**src/rtl/uart_rx_fifo_core_pkg.sv**
```systemverilog
// Shared UART definitions: receiver state encoding, character constants and
// the FIFO pointer-width helper used by the RX path (and later the TX path).
package uart_pkg;

    typedef enum logic [2:0] {
        IDLE,
        START,
        DATA,
        PARITY,
        STOP
    } rx_state_e;

    localparam int unsigned UART_DATA_BITS = 8;
    localparam int unsigned UART_MIN_DIV   = 4;

    // One extra bit beyond the address so full and empty can be told apart
    function automatic int unsigned fifo_ptr_w(input int unsigned depth);
        return $clog2(depth) + 1;
    endfunction

endpackage

```
**src/rtl/uart_rx_fifo_core_if.sv**
```systemverilog
// Read/status side of the UART receiver: the CSR layer (master) pops bytes
// and clears sticky errors; the core (slave) presents FIFO head and flags.
interface uart_rx_fifo_core_if;

    logic                                 rd_en;
    logic                                 err_clr;
    logic [uart_pkg::UART_DATA_BITS-1:0]  rd_data;
    logic                                 rx_valid;
    logic                                 fifo_full;
    logic                                 frame_err;
    logic                                 overrun_err;
    logic                                 parity_err;
    logic                                 irq;

    modport master (
        output rd_en, err_clr,
        input  rd_data, rx_valid, fifo_full, frame_err, overrun_err, parity_err, irq
    );

    modport slave (
        input  rd_en, err_clr,
        output rd_data, rx_valid, fifo_full, frame_err, overrun_err, parity_err, irq
    );

endinterface

```
**src/rtl/uart_rx_fifo_core_fifo.sv**
```systemverilog
// Generic first-word-fall-through FIFO; head, valid and full are registered
// from next-state so they change the cycle after a push or pop.
module uart_sync_fifo
    import uart_pkg::*;
#(
    parameter int unsigned DEPTH = 4,
    parameter int unsigned WIDTH = 8
) (
    input  logic             clk,
    input  logic             rst,
    input  logic             push_i,
    input  logic [WIDTH-1:0] data_i,
    input  logic             pop_i,
    output logic [WIDTH-1:0] data_o,
    output logic             valid_o,
    output logic             full_o,
    output logic             valid_d_c,
    output logic             drop_c
);

    localparam int unsigned PW = fifo_ptr_w(DEPTH);
    localparam int unsigned AW = PW - 1;

    logic [WIDTH-1:0] mem_q [DEPTH];
    logic [WIDTH-1:0] mem_d [DEPTH];
    logic [PW-1:0]    wr_q, wr_d, rd_q, rd_d;
    logic [WIDTH-1:0] data_q, data_d;
    logic             valid_q, full_q, full_d;
    logic             empty, full, do_pop, do_push, empty_d;

    // A push into a full FIFO still lands when the head is popped in the same cycle
    always_comb begin
        empty   = (wr_q == rd_q);
        full    = (wr_q[AW] != rd_q[AW]) && (wr_q[AW-1:0] == rd_q[AW-1:0]);
        do_pop  = pop_i && !empty;
        do_push = push_i && (!full || do_pop);
        mem_d   = mem_q;
        if (do_push) begin
            mem_d[wr_q[AW-1:0]] = data_i;
        end
        wr_d    = wr_q + PW'(do_push);
        rd_d    = rd_q + PW'(do_pop);
        empty_d = (wr_d == rd_d);
        full_d  = (wr_d[AW] != rd_d[AW]) && (wr_d[AW-1:0] == rd_d[AW-1:0]);
        data_d  = empty_d ? '0 : mem_d[rd_d[AW-1:0]];
    end

    always_ff @(posedge clk or posedge rst) begin
        if (rst) begin
            for (int unsigned i = 0; i < DEPTH; i++) begin
                mem_q[i] <= '0;
            end
            wr_q    <= '0;
            rd_q    <= '0;
            data_q  <= '0;
            valid_q <= 1'b0;
            full_q  <= 1'b0;
        end else begin
            mem_q   <= mem_d;
            wr_q    <= wr_d;
            rd_q    <= rd_d;
            data_q  <= data_d;
            valid_q <= !empty_d;
            full_q  <= full_d;
        end
    end

    assign data_o    = data_q;
    assign valid_o   = valid_q;
    assign full_o    = full_q;
    assign valid_d_c = !empty_d;
    assign drop_c    = push_i && !do_push;

endmodule

```
**src/rtl/uart_rx_fifo_core.sv**
```systemverilog
// UART 8N1 receiver with FWFT byte FIFO, sticky error flags and level irq.
// Define UART_RX_PARITY_EN to add an even-parity bit between data and stop.
module uart_rx_fifo_core
    import uart_pkg::*;
#(
    parameter int unsigned FIFO_DEPTH  = 4,
    parameter int unsigned SYNC_STAGES = 2
) (
    input  logic                 wb_clk_i,
    input  logic                 wb_rst_i,
    input  logic                 rx_i,
    input  logic                 rx_en,
    input  logic [15:0]          clk_div,
    uart_rx_fifo_core_if.slave   bus
);

    localparam int unsigned BW = $clog2(UART_DATA_BITS);

    logic [SYNC_STAGES-1:0]    sync_q;
    logic                      rxs;
    rx_state_e                 state_q, state_d;
    logic [15:0]               cnt_q, cnt_d, div_q, div_d, div_lim;
    logic [BW-1:0]             bit_q, bit_d;
    logic [UART_DATA_BITS-1:0] shift_q, shift_d;
    logic                      armed_q, armed_d;
    logic                      push_c, ferr_set;
    logic                      ferr_q, ferr_d, oerr_q, oerr_d, perr_d, irq_q, irq_d;
    logic                      fifo_valid_d, fifo_drop;
`ifdef UART_RX_PARITY_EN
    logic                      par_bad_q, par_bad_d, perr_set, perr_q;
`endif

    assign rxs     = sync_q[SYNC_STAGES-1];
    assign div_lim = (clk_div < 16'(UART_MIN_DIV)) ? 16'(UART_MIN_DIV) : clk_div;

    // armed_q: line must be seen idle-high before a falling edge counts as a start
    always_comb begin
        state_d  = state_q;
        cnt_d    = cnt_q;
        div_d    = div_q;
        bit_d    = bit_q;
        shift_d  = shift_q;
        armed_d  = armed_q;
        push_c   = 1'b0;
        ferr_set = 1'b0;
`ifdef UART_RX_PARITY_EN
        par_bad_d = par_bad_q;
        perr_set  = 1'b0;
`endif
        if (!rx_en) begin
            state_d = IDLE;
            cnt_d   = '0;
            bit_d   = '0;
            armed_d = 1'b0;
        end else begin
            case (state_q)
                IDLE: begin
                    if (rxs) begin
                        armed_d = 1'b1;
                    end else if (armed_q) begin
                        div_d   = div_lim;
                        cnt_d   = div_lim >> 1;
                        state_d = START;
`ifdef UART_RX_PARITY_EN
                        par_bad_d = 1'b0;
`endif
                    end
                end
                START: begin
                    if (cnt_q != '0) begin
                        cnt_d = 16'(cnt_q - 16'd1);
                    end else if (!rxs) begin
                        cnt_d   = 16'(div_q - 16'd1);
                        bit_d   = '0;
                        state_d = DATA;
                    end else begin
                        state_d = IDLE;
                    end
                end
                DATA: begin
                    if (cnt_q != '0) begin
                        cnt_d = 16'(cnt_q - 16'd1);
                    end else begin
                        shift_d = {rxs, shift_q[UART_DATA_BITS-1:1]};
                        cnt_d   = 16'(div_q - 16'd1);
                        bit_d   = BW'(bit_q + BW'(1));
                        if (bit_q == BW'(UART_DATA_BITS - 1)) begin
`ifdef UART_RX_PARITY_EN
                            state_d = PARITY;
`else
                            state_d = STOP;
`endif
                        end
                    end
                end
`ifdef UART_RX_PARITY_EN
                PARITY: begin
                    if (cnt_q != '0) begin
                        cnt_d = 16'(cnt_q - 16'd1);
                    end else begin
                        perr_set  = (rxs != ^shift_q);
                        par_bad_d = perr_set;
                        cnt_d     = 16'(div_q - 16'd1);
                        state_d   = STOP;
                    end
                end
`endif
                STOP: begin
                    if (cnt_q != '0) begin
                        cnt_d = 16'(cnt_q - 16'd1);
                    end else begin
                        if (rxs) begin
`ifdef UART_RX_PARITY_EN
                            push_c = !par_bad_q;
`else
                            push_c = 1'b1;
`endif
                        end else begin
                            ferr_set = 1'b1;
                            armed_d  = 1'b0;
                        end
                        state_d = IDLE;
                    end
                end
                default: state_d = IDLE;
            endcase
        end
    end

    uart_sync_fifo #(
        .DEPTH (FIFO_DEPTH),
        .WIDTH (UART_DATA_BITS)
    ) u_fifo (
        .clk       (wb_clk_i),
        .rst       (wb_rst_i),
        .push_i    (push_c),
        .data_i    (shift_q),
        .pop_i     (bus.rd_en),
        .data_o    (bus.rd_data),
        .valid_o   (bus.rx_valid),
        .full_o    (bus.fifo_full),
        .valid_d_c (fifo_valid_d),
        .drop_c    (fifo_drop)
    );

    // New errors win over a simultaneous clear
    always_comb begin
        ferr_d = ferr_set || (ferr_q && !bus.err_clr);
        oerr_d = fifo_drop || (oerr_q && !bus.err_clr);
`ifdef UART_RX_PARITY_EN
        perr_d = perr_set || (perr_q && !bus.err_clr);
`else
        perr_d = 1'b0;
`endif
        irq_d  = fifo_valid_d || ferr_d || oerr_d || perr_d;
    end

    always_ff @(posedge wb_clk_i or posedge wb_rst_i) begin
        if (wb_rst_i) begin
            sync_q  <= '1;
            state_q <= IDLE;
            cnt_q   <= '0;
            div_q   <= 16'(UART_MIN_DIV);
            bit_q   <= '0;
            shift_q <= '0;
            armed_q <= 1'b0;
            ferr_q  <= 1'b0;
            oerr_q  <= 1'b0;
            irq_q   <= 1'b0;
`ifdef UART_RX_PARITY_EN
            par_bad_q <= 1'b0;
            perr_q    <= 1'b0;
`endif
        end else begin
            sync_q  <= {sync_q[SYNC_STAGES-2:0], rx_i};
            state_q <= state_d;
            cnt_q   <= cnt_d;
            div_q   <= div_d;
            bit_q   <= bit_d;
            shift_q <= shift_d;
            armed_q <= armed_d;
            ferr_q  <= ferr_d;
            oerr_q  <= oerr_d;
            irq_q   <= irq_d;
`ifdef UART_RX_PARITY_EN
            par_bad_q <= par_bad_d;
            perr_q    <= perr_d;
`endif
        end
    end

    assign bus.frame_err   = ferr_q;
    assign bus.overrun_err = oerr_q;
    assign bus.irq         = irq_q;
`ifdef UART_RX_PARITY_EN
    assign bus.parity_err  = perr_q;
`else
    assign bus.parity_err  = 1'b0;
`endif

endmodule

```
**src/flat_wrapper.sv**
```systemverilog
// flat-port wrapper written by rule: the top's interface ports become plain ports
module uart_rx_fifo_core_flat import uart_pkg::*;
#(
    parameter int unsigned FIFO_DEPTH  = 4,
    parameter int unsigned SYNC_STAGES = 2
)
  (wb_clk_i, wb_rst_i, rx_i, rx_en, clk_div, bus_rd_en, bus_err_clr, bus_rd_data, bus_rx_valid, bus_fifo_full, bus_frame_err, bus_overrun_err, bus_parity_err, bus_irq);
  uart_rx_fifo_core_if bus_i ();
  input  logic wb_clk_i;
  input  logic wb_rst_i;
  input  logic rx_i;
  input  logic rx_en;
  input  logic [15:0] clk_div;
  input wire logic [$bits(bus_i.rd_en)-1:0] bus_rd_en;
  input wire logic [$bits(bus_i.err_clr)-1:0] bus_err_clr;
  output wire logic [$bits(bus_i.rd_data)-1:0] bus_rd_data;
  output wire logic [$bits(bus_i.rx_valid)-1:0] bus_rx_valid;
  output wire logic [$bits(bus_i.fifo_full)-1:0] bus_fifo_full;
  output wire logic [$bits(bus_i.frame_err)-1:0] bus_frame_err;
  output wire logic [$bits(bus_i.overrun_err)-1:0] bus_overrun_err;
  output wire logic [$bits(bus_i.parity_err)-1:0] bus_parity_err;
  output wire logic [$bits(bus_i.irq)-1:0] bus_irq;
  assign bus_i.rd_en = bus_rd_en;
  assign bus_i.err_clr = bus_err_clr;
  assign bus_rd_data = bus_i.rd_data;
  assign bus_rx_valid = bus_i.rx_valid;
  assign bus_fifo_full = bus_i.fifo_full;
  assign bus_frame_err = bus_i.frame_err;
  assign bus_overrun_err = bus_i.overrun_err;
  assign bus_parity_err = bus_i.parity_err;
  assign bus_irq = bus_i.irq;
  uart_rx_fifo_core #(.FIFO_DEPTH(FIFO_DEPTH), .SYNC_STAGES(SYNC_STAGES)) u_core (.wb_clk_i(wb_clk_i), .wb_rst_i(wb_rst_i), .rx_i(rx_i), .rx_en(rx_en), .clk_div(clk_div), .bus(bus_i));
endmodule
```
**config.mk**
```make
export PLATFORM = sky130hd
export DESIGN_NAME = uart_rx_fifo_core_flat
export DESIGN_NICKNAME = d
export VERILOG_FILES = /design/src/rtl/uart_rx_fifo_core_pkg.sv /design/src/rtl/uart_rx_fifo_core_if.sv /design/src/rtl/uart_rx_fifo_core_fifo.sv /design/src/rtl/uart_rx_fifo_core.sv /design/src/flat_wrapper.sv
export SDC_FILE = /design/constraint.sdc
export NUM_CORES = 1
export LEC_CHECK = 0
export BUFFER_PORTS_ARGS = -buffer_cell sky130_fd_sc_hd__buf_2
export CAP_MARGIN = 20
export CORE_UTILIZATION = 50
export DETAILED_ROUTE_END_ITERATION = 6
export MAX_ROUTING_LAYER = met4
export PLACE_DENSITY_LB_ADDON = 0.2
export SLEW_MARGIN = 20
export SYNTH_ARGS = -nofsm -noshare
export SYNTH_HDL_FRONTEND = slang
export SYNTH_SLANG_ARGS = --single-unit
```
**constraint.sdc**
```tcl
create_clock -name wb_clk_i -period 7.5 [get_ports wb_clk_i]
set_clock_uncertainty 0.1 [all_clocks]
set_input_delay 1.875 -clock wb_clk_i [delete_from_list [all_inputs] [get_ports wb_clk_i]]
set_output_delay 1.875 -clock wb_clk_i [all_outputs]
set_load 0.005 [all_outputs]
```
# [Yosys cells after proc, flatten, opt, wreduce, memory -nomap -nowiden]
# Cells that the tools add are included.
[classes] n_reduce_logical=26 bitwise_logic=4 n_lt_le_gt_ge=4 mux=44 n_eq_ne=24 n_addsub=5
[op_table] cell="2-to-1 mux 16 bit" n=8
[op_table] cell="one-hot mux 16 bit (4 select lines)" n=1
[op_table] cell="2-to-1 mux 3 bit" n=11
[op_table] cell="bitwise mux 32 bit" n=1
[op_table] cell="2-to-1 mux 32 bit" n=1
[op_table] cell="2-to-1 mux 8 bit" n=4
[op_table] cell="subtractor 16 x 1 -> 16 bit (second input constant)" n=2
[op_table] cell="inequality test 3 bit (second input constant)" n=6
[op_table] cell="binary-select mux 8 bit (select 2 bit)" n=1
[op_table] cell="demux 8 bit (select 2 bit)" n=1
[op_table] cell="< comparator 16 x 3 -> 1 bit (second input constant)" n=1
[op_table] cell="nonzero test 16 bit" n=1
[op_table] cell="2-to-1 mux 1 bit" n=12
[op_table] cell="inequality test 3 x 2 -> 1 bit (second input constant)" n=4
[op_table] cell="one-hot mux 3 bit (4 select lines)" n=1
[op_table] cell="AND reduction 4 bit" n=3
[op_table] cell="logical AND 1 bit" n=8
[op_table] cell="adder 3 x 1 -> 3 bit" n=2
[op_table] cell="== test 3 bit" n=2
[op_table] cell="== test 3 bit (second input constant)" n=2
[op_table] cell=">= comparator 3 bit (second input constant)" n=2
[op_table] cell="inequality test 3 x 1 -> 1 bit (second input constant)" n=2
[op_table] cell="NOT 2 -> 3 bit" n=2
[op_table] cell="one-hot mux 3 bit (2 select lines)" n=1
[op_table] cell="17 further kinds" n=28
[totals] out_inout_bits=14 ff_bits=100 word_cells=126 inputBits=22

# [Depth between registers and ports, before layout]
[depth] depth_word=11 depth_mapped=13 mapped_depth_nobuf=11

# [By module]
# A second synthesis with hierarchy kept.
[unflattened] cells_unflattened=528 area_unflattened_um2=5576.6
[by_module_without_submodules] mod="uart_rx_fifo_core" cells_per_inst=316 n_inst=1 area_each_um2=3074.2 seq_area_each_um2=1305.0
[by_module_without_submodules] mod="uart_sync_fifo" cells_per_inst=212 n_inst=1 area_each_um2=2502.4 seq_area_each_um2=1201.2

# [Least setup slack after synthesis]
# Ideal clock, no wire load.
[synth_timing] path_type="input port to flip-flop" from="in rx_en" to="reg u_core.irq_q (netlist: u_core.bus.irq)" path_buffers=1 slack_ns=3.467 setup_time_ns=0.131 arrival_time_ns=3.802 path_stages=9 required_time_ns=7.269 cell_sequence="clkbuf_1 > nand3_1 > nor3_1 > ha_1 > ha_1 > xor2_1 > xnor2_1 > nand3_1 > or3_1"
[synth_via] elab_chain_cells=7 word_cells_on_any_way=12 cone_classes="add/sub (1); eq/ne (1); mux (2); reduce/logical (8)"
[synth_lines] element="from (decl)" line="flat_wrapper.sv:12" text="input logic rx_en;"
[synth_lines] element="2-to-1 mux 1 bit" line="uart_rx_fifo_core.sv:50" text="if (!rx_en) begin"
[synth_lines] element="logical AND 1 bit" line="uart_rx_fifo_core_fifo.sv:36" text="do_push = push_i && (!full || do_pop);"
[synth_lines] element="adder 3 x 1 -> 3 bit" line="uart_rx_fifo_core_fifo.sv:41" text="wr_d = wr_q + PW'(do_push);"
[synth_lines] element="net u_core.u_fifo.wr_d[2]" line="uart_rx_fifo_core_fifo.sv:26" text="logic [PW-1:0] wr_q, wr_d, rd_q, rd_d;"
[synth_lines] element="== test 3 bit" line="uart_rx_fifo_core_fifo.sv:43" text="empty_d = (wr_d == rd_d);"
[synth_lines] element="logical NOT 1 bit" line="uart_rx_fifo_core_fifo.sv:71" text="assign valid_d_c = !empty_d;"
[synth_lines] element="net u_core.fifo_valid_d" line="uart_rx_fifo_core.sv:28" text="logic fifo_valid_d, fifo_drop;"
[synth_lines] element="logical OR 1 bit (2 in series)" line="uart_rx_fifo_core.sv:155" text="irq_d = fifo_valid_d || ferr_d || oerr_d || perr_d;"
[synth_lines] element="net u_core.irq_d" line="uart_rx_fifo_core.sv:27" text="logic ferr_q, ferr_d, oerr_q, oerr_d, perr_d, irq_q, irq_d;"
[synth_lines] element="to (signal assigned)" line="uart_rx_fifo_core.sv:184" text="irq_q <= irq_d;"
[synth_lines] element="to (decl)" line="uart_rx_fifo_core.sv:27"
# The timed path passes the listed nets, and every way through them passes these cells.
# A chain may end at the register's enable or synchronous reset.

# [Worst setup path after layout]
[layout_timing] from="in bus_rd_en" to="reg u_core.u_fifo.data_q[6] (netlist: u_core.u_fifo.data_o[6])"
[layout_via] word_cells_on_any_way=12 cone_classes="add/sub (2); eq/ne (1); mux (5); bitwise (1); reduce/logical (3)"
[layout_rtl] element="from (decl)" line="flat_wrapper.sv:14" text="input wire logic [$bits(bus_i.rd_en)-1:0] bus_rd_en;"
[layout_rtl] element="logical AND 1 bit *" line="uart_rx_fifo_core_fifo.sv:35" text="do_pop = pop_i && !empty;"
[layout_rtl] element="adder 3 x 1 -> 3 bit *" line="uart_rx_fifo_core_fifo.sv:42" text="rd_d = rd_q + PW'(do_pop);"
[layout_rtl] element="net u_core.u_fifo.rd_d[1]" line="uart_rx_fifo_core_fifo.sv:26"
[layout_rtl] element="NOT 2 -> 3 bit (not written as such)" line="uart_rx_fifo_core_fifo.sv:45" text="data_d = empty_d ? '0 : mem_d[rd_d[AW-1:0]];"
[layout_rtl] element="binary-select mux 8 bit (select 2 bit)" line="uart_rx_fifo_core_fifo.sv:45"
[layout_rtl] element="2-to-1 mux 8 bit (not written as such) (2 in series)" line="uart_rx_fifo_core_fifo.sv:45"
[layout_rtl] element="2-to-1 mux 8 bit *" line="uart_rx_fifo_core_fifo.sv:45"
[layout_rtl] element="net u_core.u_fifo.data_d[6]" line="uart_rx_fifo_core_fifo.sv:27" text="logic [WIDTH-1:0] data_q, data_d;"
[layout_rtl] element="to (signal assigned)" line="uart_rx_fifo_core_fifo.sv:62" text="data_q <= data_d;"
[layout_rtl] element="to (decl)" line="uart_rx_fifo_core_fifo.sv:27"
# The timed path passes the listed nets; every way through them passes the cells marked *. The select of a mux whose other input is x is not followed.

==> summary.txt <==
Logic synthesis
  • Synthesis-stage register bit count: 100
  • Total number of yosys warnings: 0
  • Post-synthesis cell count: 542
  • Mapped Avg Cell Area: 9.98 um^2
  • Cell area after synthesis: 5410 um^2
  • Post-synth EDFFs: 0
  • Synth async-reset ratio: 1.00
  • Syn nets: 573
  • Register area share after synthesis: 0.463
  • Top_reg_cell synth: dfrtp_1
  • Synth cell types: 55

STA
  • Post-layout min period: 4230 ps
  • Max Clk Rate: 0.237 GHz
  • Unrepaired setup endpoints after global routing: no
  • Final worst slack: 3270 ps
  • Endpoints failing setup: 0
  • Period utilisation layout: 0.564
  • Fin Hold WS: 268 ps
  • Final hold vios: 0
  • Worst slew margin: 0.320
  • Worst-margin pin slew: 1020 ps
  • Max-slew violation count: 0
  • Setup TNS: 0 ps

Placed design
  • Post-place setup slack: 2890 ps
  • Instance area at placement: 5670 um^2
  • PortBufs: 34
  • Hpwl dp: 8750 um
  • Routability congestion estimate: 0.888
  • Placed cell count: 686

Finish
  • Post-route insts no fill: 703
  • Fin nets: 593
  • Fill cell count: 914
  • Inserted Diodes: 0
  • Synth-to-layout area growth: 8.40%
  • Share of layout cells above drive strength 1: 0.190
  • Final Instance Area: 5860 um^2

Critical path
  • CP Capture Type: flop
  • Critical path buffer and inverter count: 2
  • Crit start category: primary input
  • Crit path largest cell delay: 960 ps
  • Reg2Reg Setup Slack: 3640 ps
  • Critical path type: primary input to flop
  • Max FO, Critical Path: 28
  • Worst EP required: 7660 ps
  • Crit-path leading delay family: adder cells
  • CP max stage cell: ha_1
  • CP dominant cell by count: ha_1
  • Arr. time, crit path: 4390 ps
  • Critical path, cell by cell: buf_2, o21a_1, ha_1, ha_1, inv_1, and3_1, a211o_1, o221a_1

Route
  • Avg WL per Cell: 18.0 um
  • Avg Vias per Cell: 6.05
  • 1st-iter DRT viols: 302
  • # DRC: 0
  • TritonRoute pass-1 iters: 5
  • DRT antenna net count: 0
  • DRT Wirelength: 12700 um
  • DR vias: 4251

Die
  • Num rows: 37
  • Die Span X: 106 um
  • Die ar.: 11200 um^2
  • Core Box Area: 10400 um^2
  • Io pins: 36
  • Vert. Die Dim: 106 um
  • Initial Util: 0.519

GRT
  • Pin count of the biggest net entering global routing: 80
  • GR Overflow Total: 0
  • Vias in the first global route: 4115
  • Global Route Usage Sum: 0.249
  • Global-route wire length before repair: 21200 um
  • Initial antenna violation count: 0

Min path
  • HP Class: flop to flop

Clocking
  • Clock Latency Late Sink: 390 ps
  • Clk buf depth: 2
  • Post-cts sizing count: 0
  • H-tree depth: 3
  • Clock root cell: clkbuf_8
  • TritonCTS clock tree: yes
  • Post-CTS Setup Bufs: 0
  • # clock sinks: 100
  • Cts-stage hold buffer count: 0
  • Worst-path clk slew: 80 ps
  • Number of buffers created by CTS: 9

Pwr
  • Maximum vdd drop: 0.234 mV
  • PD cells: 269 nW/um^2
  • Leakage: 2.72 nW

Job
  • Max-cap viol count: 0

Outcome
  • Status: finished clean
worst register-to-register path, stage by stage (launching register included):
cell and delay, ps:
dfrtp_1 450, inv_1 110, ha_1 210, nor4b_1 570, nand4_4 370, nor3_1 290, ha_1 190, ha_1 160
xor2_1 210, xnor2_1 170, nand3_1 400, or3_1 510
cell type report:
type	instances	area [um^2]	area share
well taps	136	170	0.0290
multi-input cells	393	2720	0.464
clock buffers	13	139	0.0237
flip-flops and latches	100	2510	0.427
inverters	19	73.8	0.0126
clock inverters	3	42.5	0.00726
repair buffers	39	211	0.0361
cells in the final DEF, fill, tap and decap left out, drive strengths merged, types with 4 or more instances in the layout:
cell type | synthesis | final
o22ai | 14 | 14
nand4 | 4 | 4
nand3 | 9 | 9
clkbuf | 22 | 13
a21oi | 18 | 18
inv | 19 | 19
nor3b | 10 | 10
nand2b | 5 | 5
or3 | 6 | 6
xor2 | 13 | 13
buf | 8 | 39
o21ai | 27 | 27
and3 | 10 | 10
ha | 9 | 9
nor4 | 10 | 10
nor2 | 38 | 38
mux2 | 46 | 46
nand3b | 5 | 5
nor3 | 17 | 17
o221a | 8 | 8
xnor2 | 19 | 19
a31oi | 4 | 4
nand2 | 73 | 73
a32o | 4 | 4
dfrtp | 97 | 97
a211o | 8 | 8
a211oi | 4 | 4
layer usage:
metal  wire [um]  part of all wire  vias to the layer above  track usage
li1            -                 -                     1989            -
met1        6000              0.47                     2094        0.348
met2        5640              0.45                      152        0.366
met3         820             0.065                       16       0.0582
met4         193             0.015                        0       0.0665
met5           0                 0                        -            -
sequential cells by signal (all words and copies together) (netlist names):
name and count:
u_core.u_fifo.valid_o 1, u_core.state_q 3, u_core.shift_q 8, u_core.u_fifo.full_o 1, u_core.bus.frame_err 1, u_core.sync_q 2, u_core.bus.irq 1, u_core.cnt_q 16
u_core.bus.overrun_err 1, u_core.bit_q 3, u_core.u_fifo.data_o 8, u_core.u_fifo.mem_q 32, u_core.u_fifo.wr_q 3, u_core.div_q 16, u_core.armed_q 1, u_core.u_fifo.rd_q 3
stage by stage:
step                total power (W)  utilization
finish                      0.00158        0.563
global route                0.00167        0.563
CTS                         0.00158        0.561
detailed placement          0.00124        0.544
global placement            0.00122        0.544
floorplan                   0.00109            -
synth_stat cells (3+ instances only):
master / instances / area [um^2]
nand2_1: 73 / 274
a21oi_1: 18 / 90.1
and3_1: 10 / 62.6
clkbuf_1: 22 / 82.6
a32o_1: 4 / 40.0
xnor2_1: 19 / 166
o31ai_1: 3 / 22.5
mux2_4: 8 / 120
mux2_2: 38 / 428
nor4b_1: 3 / 26.3
nor3b_1: 9 / 67.6
nand2b_1: 5 / 31.3
buf_2: 4 / 20.0
inv_1: 19 / 71.3
o21ai_0: 27 / 135
a211o_1: 8 / 70.1
a31oi_1: 4 / 25.0
nor4_1: 8 / 50.1
ha_1: 9 / 113
nand4_1: 3 / 18.8
or3_1: 6 / 37.5
dfrtp_1: 97 / 2430
a221oi_1: 3 / 26.3
nand3_1: 9 / 45.0
a211oi_1: 4 / 30.0
dfstp_2: 3 / 78.8
nand3b_1: 5 / 37.5
o221a_1: 8 / 90.1
nor3_1: 17 / 85.1
o22ai_1: 14 / 87.6
nor2_1: 38 / 143
xor2_1: 13 / 114
worst paths after layout:
check / start / endpoint / cells past startpoint
min in group asynchronous: wb_rst_i / u_core.div_q[8]$_DFFE_PP0P_ / 2
worst max register to register: u_core.cnt_q[0]$_DFFE_PP0P_ / u_core.bus.irq$_DFF_PP0_ / 11
max in group asynchronous: wb_rst_i / u_core.armed_q$_DFFE_PP0P_ / 3
worst min register to register: u_core.sync_q[0]$_DFF_PP1_ / u_core.sync_q[1]$_DFF_PP1_ / 0
worst min-delay path: u_core.sync_q[0]$_DFF_PP1_ / u_core.sync_q[1]$_DFF_PP1_ / 0
worst max-delay path: bus_rd_en / u_core.u_fifo.data_o[6]$_DFF_PP0_ / 8
report_power, final:
part / internal, W / switching (W)
registers: 0.000615 / 0.0000739
logic: 0.000213 / 0.000339
clock network: 0.000154 / 0.000181
cells by family after synthesis:
logic type | synth area share
muxes | 0.101
AOI/OAI and AO/OA | 0.136
buffers and inverters | 0.0370
xor gates and xnor gates | 0.0518
DFF | 0.463
and+or+nand+nor | 0.189
other | 0.000693
adders and majority gates | 0.0208
No activity file was read; power rests on OpenSTA's default activity.
